## src/rtl/eth_rgmii_pkg.sv

```systemverilog
// eth_rgmii_pkg: shared speed encodings, RGMII nibble constants and receive FSM states
package eth_rgmii_pkg;
  localparam logic [1:0] SPD_10 = 2'b00;
  localparam logic [1:0] SPD_100 = 2'b01;
  localparam logic [1:0] SPD_1000 = 2'b10;
  localparam logic [3:0] PRE_NIB = 4'h5;
  localparam logic [3:0] SFD_NIB = 4'hD;
  typedef enum logic [2:0] {IDLE, PRE_HI, PRE_LO, DATA_LO, DATA_HI} nib_state_e;
  // 2'b11 is not a real speed and is run as gigabit
  function automatic logic [1:0] norm_spd(input logic [1:0] s);
    return (s == 2'b11) ? SPD_1000 : s;
  endfunction
endpackage

```

## src/rtl/rgmii_rx_speed_adapt_if.sv

```systemverilog
// rgmii_rx_speed_adapt_if: DDR capture samples in, GMII byte stream and link status out
interface rgmii_rx_speed_adapt_if #(parameter int CNT_W = 16);
  logic [1:0] speed_mode;
  logic ddr_ctl_r, ddr_ctl_f;
  logic [3:0] ddr_d_r, ddr_d_f;
  logic gmii_rx_en, gmii_rx_dv, gmii_rx_er;
  logic [7:0] gmii_rxd;
  logic link_up, full_duplex;
  logic [1:0] link_speed, speed_used;
  logic [CNT_W-1:0] align_err_cnt;
  modport master(
    output speed_mode, ddr_ctl_r, ddr_ctl_f, ddr_d_r, ddr_d_f,
    input gmii_rx_en, gmii_rx_dv, gmii_rx_er, gmii_rxd, link_up, full_duplex, link_speed,
    speed_used, align_err_cnt
  );
  modport slave(
    input speed_mode, ddr_ctl_r, ddr_ctl_f, ddr_d_r, ddr_d_f,
    output gmii_rx_en, gmii_rx_dv, gmii_rx_er, gmii_rxd, link_up, full_duplex, link_speed,
    speed_used, align_err_cnt
  );
endinterface

```

## src/rtl/rgmii_inband_status.sv

```systemverilog
// rgmii_inband_status: debounces RGMII in-band link/speed/duplex sampled during inter-frame gaps
module rgmii_inband_status #(
  parameter int INBAND_FILTER = 4
) (
  input  logic       clk,
  input  logic       rst,
  input  logic       ctl_r_i,
  input  logic       ctl_f_i,
  input  logic [3:0] d_r_i,
  output logic       link_up_o,
  output logic [1:0] link_speed_o,
  output logic       full_duplex_o
);
  localparam logic [3:0] FILT = 4'(INBAND_FILTER);
  logic samp;
  logic [3:0] cand_q, cand_d, cnt_q, cnt_d, stat_q, stat_d;
  always_comb begin
    samp = !ctl_r_i && !ctl_f_i;
    cand_d = samp ? d_r_i : cand_q;
    cnt_d = !samp ? cnt_q : (d_r_i != cand_q) ? 4'd1 : (cnt_q == FILT) ? cnt_q : cnt_q + 4'd1;
    stat_d = (samp && cnt_d == FILT) ? d_r_i : stat_q;
  end
  always_ff @(posedge clk or posedge rst)
    if (rst) begin
      cand_q <= '0;
      cnt_q <= '0;
      stat_q <= 4'b0100;
    end else begin
      cand_q <= cand_d;
      cnt_q <= cnt_d;
      stat_q <= stat_d;
    end
  assign link_up_o = stat_q[0];
  assign link_speed_o = stat_q[2:1];
  assign full_duplex_o = stat_q[3];
endmodule

```

## src/rtl/rgmii_rx_speed_adapt.sv

```systemverilog
// rgmii_rx_speed_adapt: tri-speed RGMII receive adapter producing a strobed GMII byte stream
module rgmii_rx_speed_adapt #(
  parameter bit AUTO_SPEED = 1'b1,
  parameter int INBAND_FILTER = 4,
  parameter int CNT_W = 16
) (
  input logic gmii_rx_clk,
  input logic reset,
  rgmii_rx_speed_adapt_if.slave bus
);
  import eth_rgmii_pkg::*;
  nib_state_e st_q, st_d;
  logic [3:0] n, lo_q, lo_d;
  logic dv, er, gig, chg, emit, ee, flush, lo_er_q, lo_er_d;
  logic en_q, en_d, dvo_q, dvo_d, ero_q, ero_d;
  logic [7:0] eb, rxd_q, rxd_d;
  logic [1:0] spd_q, spd_d, tgt;
  logic [CNT_W-1:0] cnt_q, cnt_d;
  rgmii_inband_status #(.INBAND_FILTER(INBAND_FILTER)) u_inband (
    .clk(gmii_rx_clk), .rst(reset), .ctl_r_i(bus.ddr_ctl_r), .ctl_f_i(bus.ddr_ctl_f),
    .d_r_i(bus.ddr_d_r), .link_up_o(bus.link_up), .link_speed_o(bus.link_speed),
    .full_duplex_o(bus.full_duplex)
  );
  always_comb begin
    dv = bus.ddr_ctl_r;
    er = bus.ddr_ctl_r ^ bus.ddr_ctl_f;
    n = bus.ddr_d_r;
    gig = spd_q[1];
    st_d = st_q;
    lo_d = lo_q;
    lo_er_d = lo_er_q;
    emit = 1'b0;
    eb = {n, lo_q};
    ee = lo_er_q | er;
    flush = 1'b0;
    if (!dv) begin
      st_d = IDLE;
      flush = (st_q == PRE_HI) || (st_q == DATA_HI);
      emit = flush;
      eb = {4'h0, lo_q};
      ee = 1'b1;
    end else begin
      case (st_q)
        IDLE: begin
          lo_d = n;
          lo_er_d = er;
          st_d = (n == PRE_NIB) ? PRE_HI : IDLE;
        end
        PRE_HI: begin
          emit = 1'b1;
          ee = (n == PRE_NIB || n == SFD_NIB) ? lo_er_q | er : 1'b1;
          st_d = (n == PRE_NIB) ? PRE_LO : DATA_LO;
        end
        // an SFD here means the preamble lost a nibble; realign on it
        PRE_LO: begin
          lo_d = n;
          lo_er_d = er;
          emit = (n == SFD_NIB);
          eb = {SFD_NIB, PRE_NIB};
          ee = er;
          st_d = (n == PRE_NIB) ? PRE_HI : (n == SFD_NIB) ? DATA_LO : IDLE;
        end
        DATA_LO: begin
          lo_d = n;
          lo_er_d = er;
          st_d = DATA_HI;
        end
        DATA_HI: begin
          emit = 1'b1;
          st_d = DATA_LO;
        end
        default: st_d = IDLE;
      endcase
    end
    if (gig) st_d = IDLE;
    tgt = norm_spd(AUTO_SPEED ? bus.link_speed : bus.speed_mode);
    chg = (st_q == IDLE) && !dv && (tgt != spd_q);
    spd_d = chg ? tgt : spd_q;
    en_d = gig | emit;
    rxd_d = gig ? {bus.ddr_d_f, n} : emit ? eb : rxd_q;
    dvo_d = gig ? dv : emit ? 1'b1 : dvo_q;
    ero_d = gig ? er : emit ? ee : ero_q;
    cnt_d = (!gig && flush && cnt_q != '1) ? cnt_q + 1'b1 : cnt_q;
  end
  always_ff @(posedge gmii_rx_clk or posedge reset)
    if (reset) begin
      st_q <= IDLE;
      lo_q <= '0;
      lo_er_q <= 1'b0;
      spd_q <= SPD_1000;
      cnt_q <= '0;
      en_q <= 1'b0;
      dvo_q <= 1'b0;
      ero_q <= 1'b0;
      rxd_q <= '0;
    end else begin
      st_q <= st_d;
      lo_q <= lo_d;
      lo_er_q <= lo_er_d;
      spd_q <= spd_d;
      cnt_q <= cnt_d;
      en_q <= en_d;
      dvo_q <= dvo_d;
      ero_q <= ero_d;
      rxd_q <= rxd_d;
    end
  assign bus.gmii_rx_en = en_q;
  assign bus.gmii_rx_dv = dvo_q;
  assign bus.gmii_rx_er = ero_q;
  assign bus.gmii_rxd = rxd_q;
  assign bus.speed_used = spd_q;
  assign bus.align_err_cnt = cnt_q;
endmodule

```

## src/flat_wrapper.sv

```systemverilog
// flat-port wrapper written by rule: the top's interface ports become plain ports
module rgmii_rx_speed_adapt_flat import eth_rgmii_pkg::*;
#(
  parameter bit AUTO_SPEED = 1'b1,
  parameter int INBAND_FILTER = 4,
  parameter int CNT_W = 16
)
  (gmii_rx_clk, reset, bus_speed_mode, bus_ddr_ctl_r, bus_ddr_ctl_f, bus_ddr_d_r, bus_ddr_d_f, bus_gmii_rx_en, bus_gmii_rx_dv, bus_gmii_rx_er, bus_gmii_rxd, bus_link_up, bus_full_duplex, bus_link_speed, bus_speed_used, bus_align_err_cnt);
  rgmii_rx_speed_adapt_if #(.CNT_W(CNT_W)) bus_i ();
  input logic gmii_rx_clk;
  input logic reset;
  input wire logic [$bits(bus_i.speed_mode)-1:0] bus_speed_mode;
  input wire logic [$bits(bus_i.ddr_ctl_r)-1:0] bus_ddr_ctl_r;
  input wire logic [$bits(bus_i.ddr_ctl_f)-1:0] bus_ddr_ctl_f;
  input wire logic [$bits(bus_i.ddr_d_r)-1:0] bus_ddr_d_r;
  input wire logic [$bits(bus_i.ddr_d_f)-1:0] bus_ddr_d_f;
  output wire logic [$bits(bus_i.gmii_rx_en)-1:0] bus_gmii_rx_en;
  output wire logic [$bits(bus_i.gmii_rx_dv)-1:0] bus_gmii_rx_dv;
  output wire logic [$bits(bus_i.gmii_rx_er)-1:0] bus_gmii_rx_er;
  output wire logic [$bits(bus_i.gmii_rxd)-1:0] bus_gmii_rxd;
  output wire logic [$bits(bus_i.link_up)-1:0] bus_link_up;
  output wire logic [$bits(bus_i.full_duplex)-1:0] bus_full_duplex;
  output wire logic [$bits(bus_i.link_speed)-1:0] bus_link_speed;
  output wire logic [$bits(bus_i.speed_used)-1:0] bus_speed_used;
  output wire logic [$bits(bus_i.align_err_cnt)-1:0] bus_align_err_cnt;
  assign bus_i.speed_mode = bus_speed_mode;
  assign bus_i.ddr_ctl_r = bus_ddr_ctl_r;
  assign bus_i.ddr_ctl_f = bus_ddr_ctl_f;
  assign bus_i.ddr_d_r = bus_ddr_d_r;
  assign bus_i.ddr_d_f = bus_ddr_d_f;
  assign bus_gmii_rx_en = bus_i.gmii_rx_en;
  assign bus_gmii_rx_dv = bus_i.gmii_rx_dv;
  assign bus_gmii_rx_er = bus_i.gmii_rx_er;
  assign bus_gmii_rxd = bus_i.gmii_rxd;
  assign bus_link_up = bus_i.link_up;
  assign bus_full_duplex = bus_i.full_duplex;
  assign bus_link_speed = bus_i.link_speed;
  assign bus_speed_used = bus_i.speed_used;
  assign bus_align_err_cnt = bus_i.align_err_cnt;
  rgmii_rx_speed_adapt #(.AUTO_SPEED(AUTO_SPEED), .INBAND_FILTER(INBAND_FILTER), .CNT_W(CNT_W)) u_core (.gmii_rx_clk(gmii_rx_clk), .reset(reset), .bus(bus_i));
endmodule
```

## config.mk

```make
export PLATFORM = sky130hd
export DESIGN_NAME = rgmii_rx_speed_adapt_flat
export DESIGN_NICKNAME = d
export VERILOG_FILES = /design/src/rtl/eth_rgmii_pkg.sv /design/src/rtl/rgmii_rx_speed_adapt_if.sv /design/src/rtl/rgmii_inband_status.sv /design/src/rtl/rgmii_rx_speed_adapt.sv /design/src/flat_wrapper.sv
export SDC_FILE = /design/constraint.sdc
export NUM_CORES = 1
export LEC_CHECK = 0
export CAP_MARGIN = 20
export CORE_AREA = 8 8 100 102
export DETAILED_ROUTE_END_ITERATION = 16
export DIE_AREA = 0 0 108 110
export SLEW_MARGIN = 20
export SYNTH_ARGS = -nofsm -noshare
export SYNTH_HDL_FRONTEND = slang
export SYNTH_SLANG_ARGS = --single-unit
```

## constraint.sdc

```tcl
create_clock -name gmii_rx_clk -period 1.9 [get_ports gmii_rx_clk]
set_clock_uncertainty 0.15 [all_clocks]
set_input_delay 0.19 -clock gmii_rx_clk [delete_from_list [all_inputs] [get_ports gmii_rx_clk]]
set_output_delay 0.19 -clock gmii_rx_clk [all_outputs]
set_load 0.005 [all_outputs]
```

==> run summary <==
Cells after DPL: 428
initial DRC count: 55
Arr. time, crit path: 2.00 ns
kind of critical path: register to register
CTS tree: yes
Seq cells post-synth: 49
Int Pwr: 1937 uW
post-route worst setup slack: -0.06614 ns
R2R depth: 7
Routed WL per cell: 14.29 um
combinational share of power: 0.292
peak supply drop: 0.3406 mV
Die H: 110 um
clock root buffer: clkbuf_8
Synth area leaders: dfrtp_1 (47%), mux2_2 (4.1%), a21oi_1 (3.6%), xnor2_1 (3.5%), o21ai_0 (2.8%)
final worst path period share: 1.035
Final Hold Fails: 0
Post-Syn Area: 2479 sq um
yosys warns: 0
Sequential Power Share: 0.484
Clk pwr share: 0.224
H-tree Lvls: 2
fraction of layout cells with a size suffix above 1: 0.3155
crit start category: register
Hold WC Path Type: input port to async pin
Routed Antenna Nets: 0
maxcap violations: 0
Via Count: 2172
cell count after synthesis: 236
Layout Nets: 354
syn nets: 254
Place WS: -0.4310 ns
Critical Path RT: 1.94 ns
DIE WIDTH: 108 um
R2R Setup Slk: -0.07 ns
total grt overflow: 0
clock sinks: 49
f_max: 508.6 MHz
Num CTS Buffers: 5
Post-synth EDFFs: 0
n_diodes: 0
total power draw: 2702 uW
antenna violations before repair: 0
Syn Area/Cell: 10.50 sq um
Yosys cell types: 58
DRT Wirelength: 6346 um
vias per inst: 4.892
GPL Wtd Cong: 0.8184
row cnt: 34
post-synthesis sequential area ratio: 0.4957
Fill cells: 814
IO buf count: 44
CP endpoint kind: register
die area: 11880 sq um
failing checks: negative setup slack
largest area contributor in the netlist: dfrtp_1
status: complete, but fails checks
max-slew violation count: 0
CTS Buffer Depth: 2
FF-to-FF Start: u_core.u_inband.cnt_q[0]
1st-pass router iterations: 4
Max-slew headroom: 0.7577
Synth top area share: 0.4745
RSZ-0062 raised after global routing: yes
Placed Area: 3422 sq um
critical path peak fanout: 6
placed wire-length estimate: 4818 um
Layout area overhead: 48.21%
RR Endpoint: u_core.u_inband.stat_q[3]
Sw Pwr: 765.3 uW
I/O Pins: 47
Min Hold Slack: 0.08497 ns
Synth async-reset ratio: 1.000
largest net degree at the start of global routing: 50
Core Region: 8466 sq um
# setup viols final: 5
final worst path period need: 1.966 ns
global-route wire length before repair: 10620 um
clock-pin slew on the worst setup and hold paths: 0.10 ns
final non-filler cell total: 444
gr usage total: 0.1107
Post-route DRC: 0
vias in the first global route: 2197
static leakage: 0.001554 uW
switching portion of total power: 0.2832
Worst-Margin Slew: 0.3607 ns
ys flop type: dfrtp_1
pwr dens: 735.6 nW/um^2
later-pin clock latency in the skew report: 0.30 ns
final instance area: 3674 sq um
Initial Utilization: 0.2928
[worst max-delay path, stage by stage, from the launching register on]
cell,delay (ns)
dfrtp_1,0.40
buf_4,0.17
ha_1,0.22
or2_2,0.27
o21ai_1,0.14
a2111oi_4,0.05
buf_4,0.17
mux2_4,0.29
[power by group through the flow]
stage	combinational [uW]	clock (uW)	sequential (uW)
final	789	605	1310
after global placement	727	0	1320
after floorplan	267	0	1330
after global routing	874	678	1330
after CTS	759	646	1310
after detailed placement	741	0	1330
[state kept, by name, summed over array words and instances (netlist names)]
name and flops:
u_core.bus.gmii_rx_en 1, u_core.bus.gmii_rx_er 1, u_core.bus.align_err_cnt 16, u_core.lo_q 4, u_core.u_inband.cand_q 4, u_core.bus.gmii_rxd 8
u_core.lo_er_q 1, u_core.u_inband.stat_q 4, u_core.bus.speed_used 2, u_core.u_inband.cnt_q 4, u_core.bus.gmii_rx_dv 1, u_core.st_q 3
[stage by stage]
stage,utilization,setup TNS [ns]
floorplan,-,-0.5444
global placement,0.4042,-5.429
detailed placement,0.4042,-5.900
CTS,0.4215,-0.3443
global route,0.4339,-0.6560
finish,0.4339,-0.2421
[cells in the mapped netlist, types with 2 or more instances]
cell,count
a211oi_1,3
a21oi_1,18
a2bb2oi_1,2
a31oi_1,3
and2_1,2
and3_1,3
and4_1,2
and4_2,2
clkbuf_1,4
dfrtp_1,47
dfstp_2,2
ha_1,4
inv_1,17
mux2_2,9
mux2i_1,4
nand2_1,15
nand2b_1,2
nand3_1,6
nand3b_1,2
nand4_1,9
nor2_1,7
nor3_1,3
nor4_1,4
o2111ai_1,2
o21ai_0,14
o22ai_1,3
or2_2,2
or4_1,2
xnor2_1,10
xor2_1,5
[routing by layer]
metal | vias to the layer above | global-route usage | wire [um]
li1 | 1060 | - | -
met1 | 1055 | 0.1421 | 2924
met2 | 52 | 0.1835 | 3012
met3 | 5 | 0.02674 | 358
met4 | 0 | 0.02676 | 51
met5 | - | 0 | 0
[logic make-up after synthesis]
group	Yosys count	share of synthesized area
AOI/OAI and AO/OA	59	0.1585
xor gates and xnor gates	16	0.05957
adders and majority gates	4	0.02019
buffers and inverters	25	0.04290
DFF	49	0.4957
muxes	14	0.06159
and+or+nand+nor	69	0.1615
[worst max path at each step]
stage                                        start                        end  slack, ns  depth (start not counted)
after floorplan           u_core.u_inband.cnt_q[0]  u_core.u_inband.stat_q[1]      -0.12                          6
after global placement               bus_ddr_ctl_r  u_core.u_inband.stat_q[1]      -0.41                          8
after detailed placement             bus_ddr_ctl_r  u_core.u_inband.stat_q[1]      -0.43                          8
after CTS                 u_core.u_inband.cnt_q[0]  u_core.u_inband.stat_q[1]      -0.09                          7
after global routing      u_core.u_inband.cnt_q[0]  u_core.u_inband.stat_q[3]      -0.16                          7
final                     u_core.u_inband.cnt_q[0]  u_core.u_inband.stat_q[3]      -0.07                          7
[placed cells by master (no fill, tap or decap), types with 6 or more instances in the layout]
| master | synthesis | final |
|---|---|---|
| xnor2_1 | 10 | 10 |
| o21ai_0 | 14 | 11 |
| inv_1 | 17 | 13 |
| nand3_1 | 6 | 6 |
| clkdlybuf4s50_1 | 0 | 43 |
| a21oi_1 | 18 | 18 |
| buf_4 | 1 | 53 |
| mux2_2 | 9 | 7 |
| nand4_1 | 9 | 9 |
| nand2_1 | 15 | 14 |
| nor2_1 | 7 | 7 |
| dfrtp_1 | 47 | 45 |
[final cells by class]
class | count | area [sq um] | share of cell area
clock inverters | 2 | 16.27 | 0.004428
repair buffers | 100 | 888.4 | 0.2418
flip-flops and latches | 49 | 1231 | 0.3351
well taps | 108 | 135.1 | 0.03678
multi-input cells | 162 | 1266 | 0.3447
inverters | 18 | 67.56 | 0.01839
clock buffers | 5 | 68.82 | 0.01873
[what timing repair did]
action                                  in CTS  in global routing
gates resized for setup                     14                 11
buffers inserted                             2                  7
endpoints found under the setup margin       9                 13
hold buffers                                 0                  0
gates cloned                                 0                  0
pin swaps                                    4                  4
No activity file was read; power rests on OpenSTA's default activity.
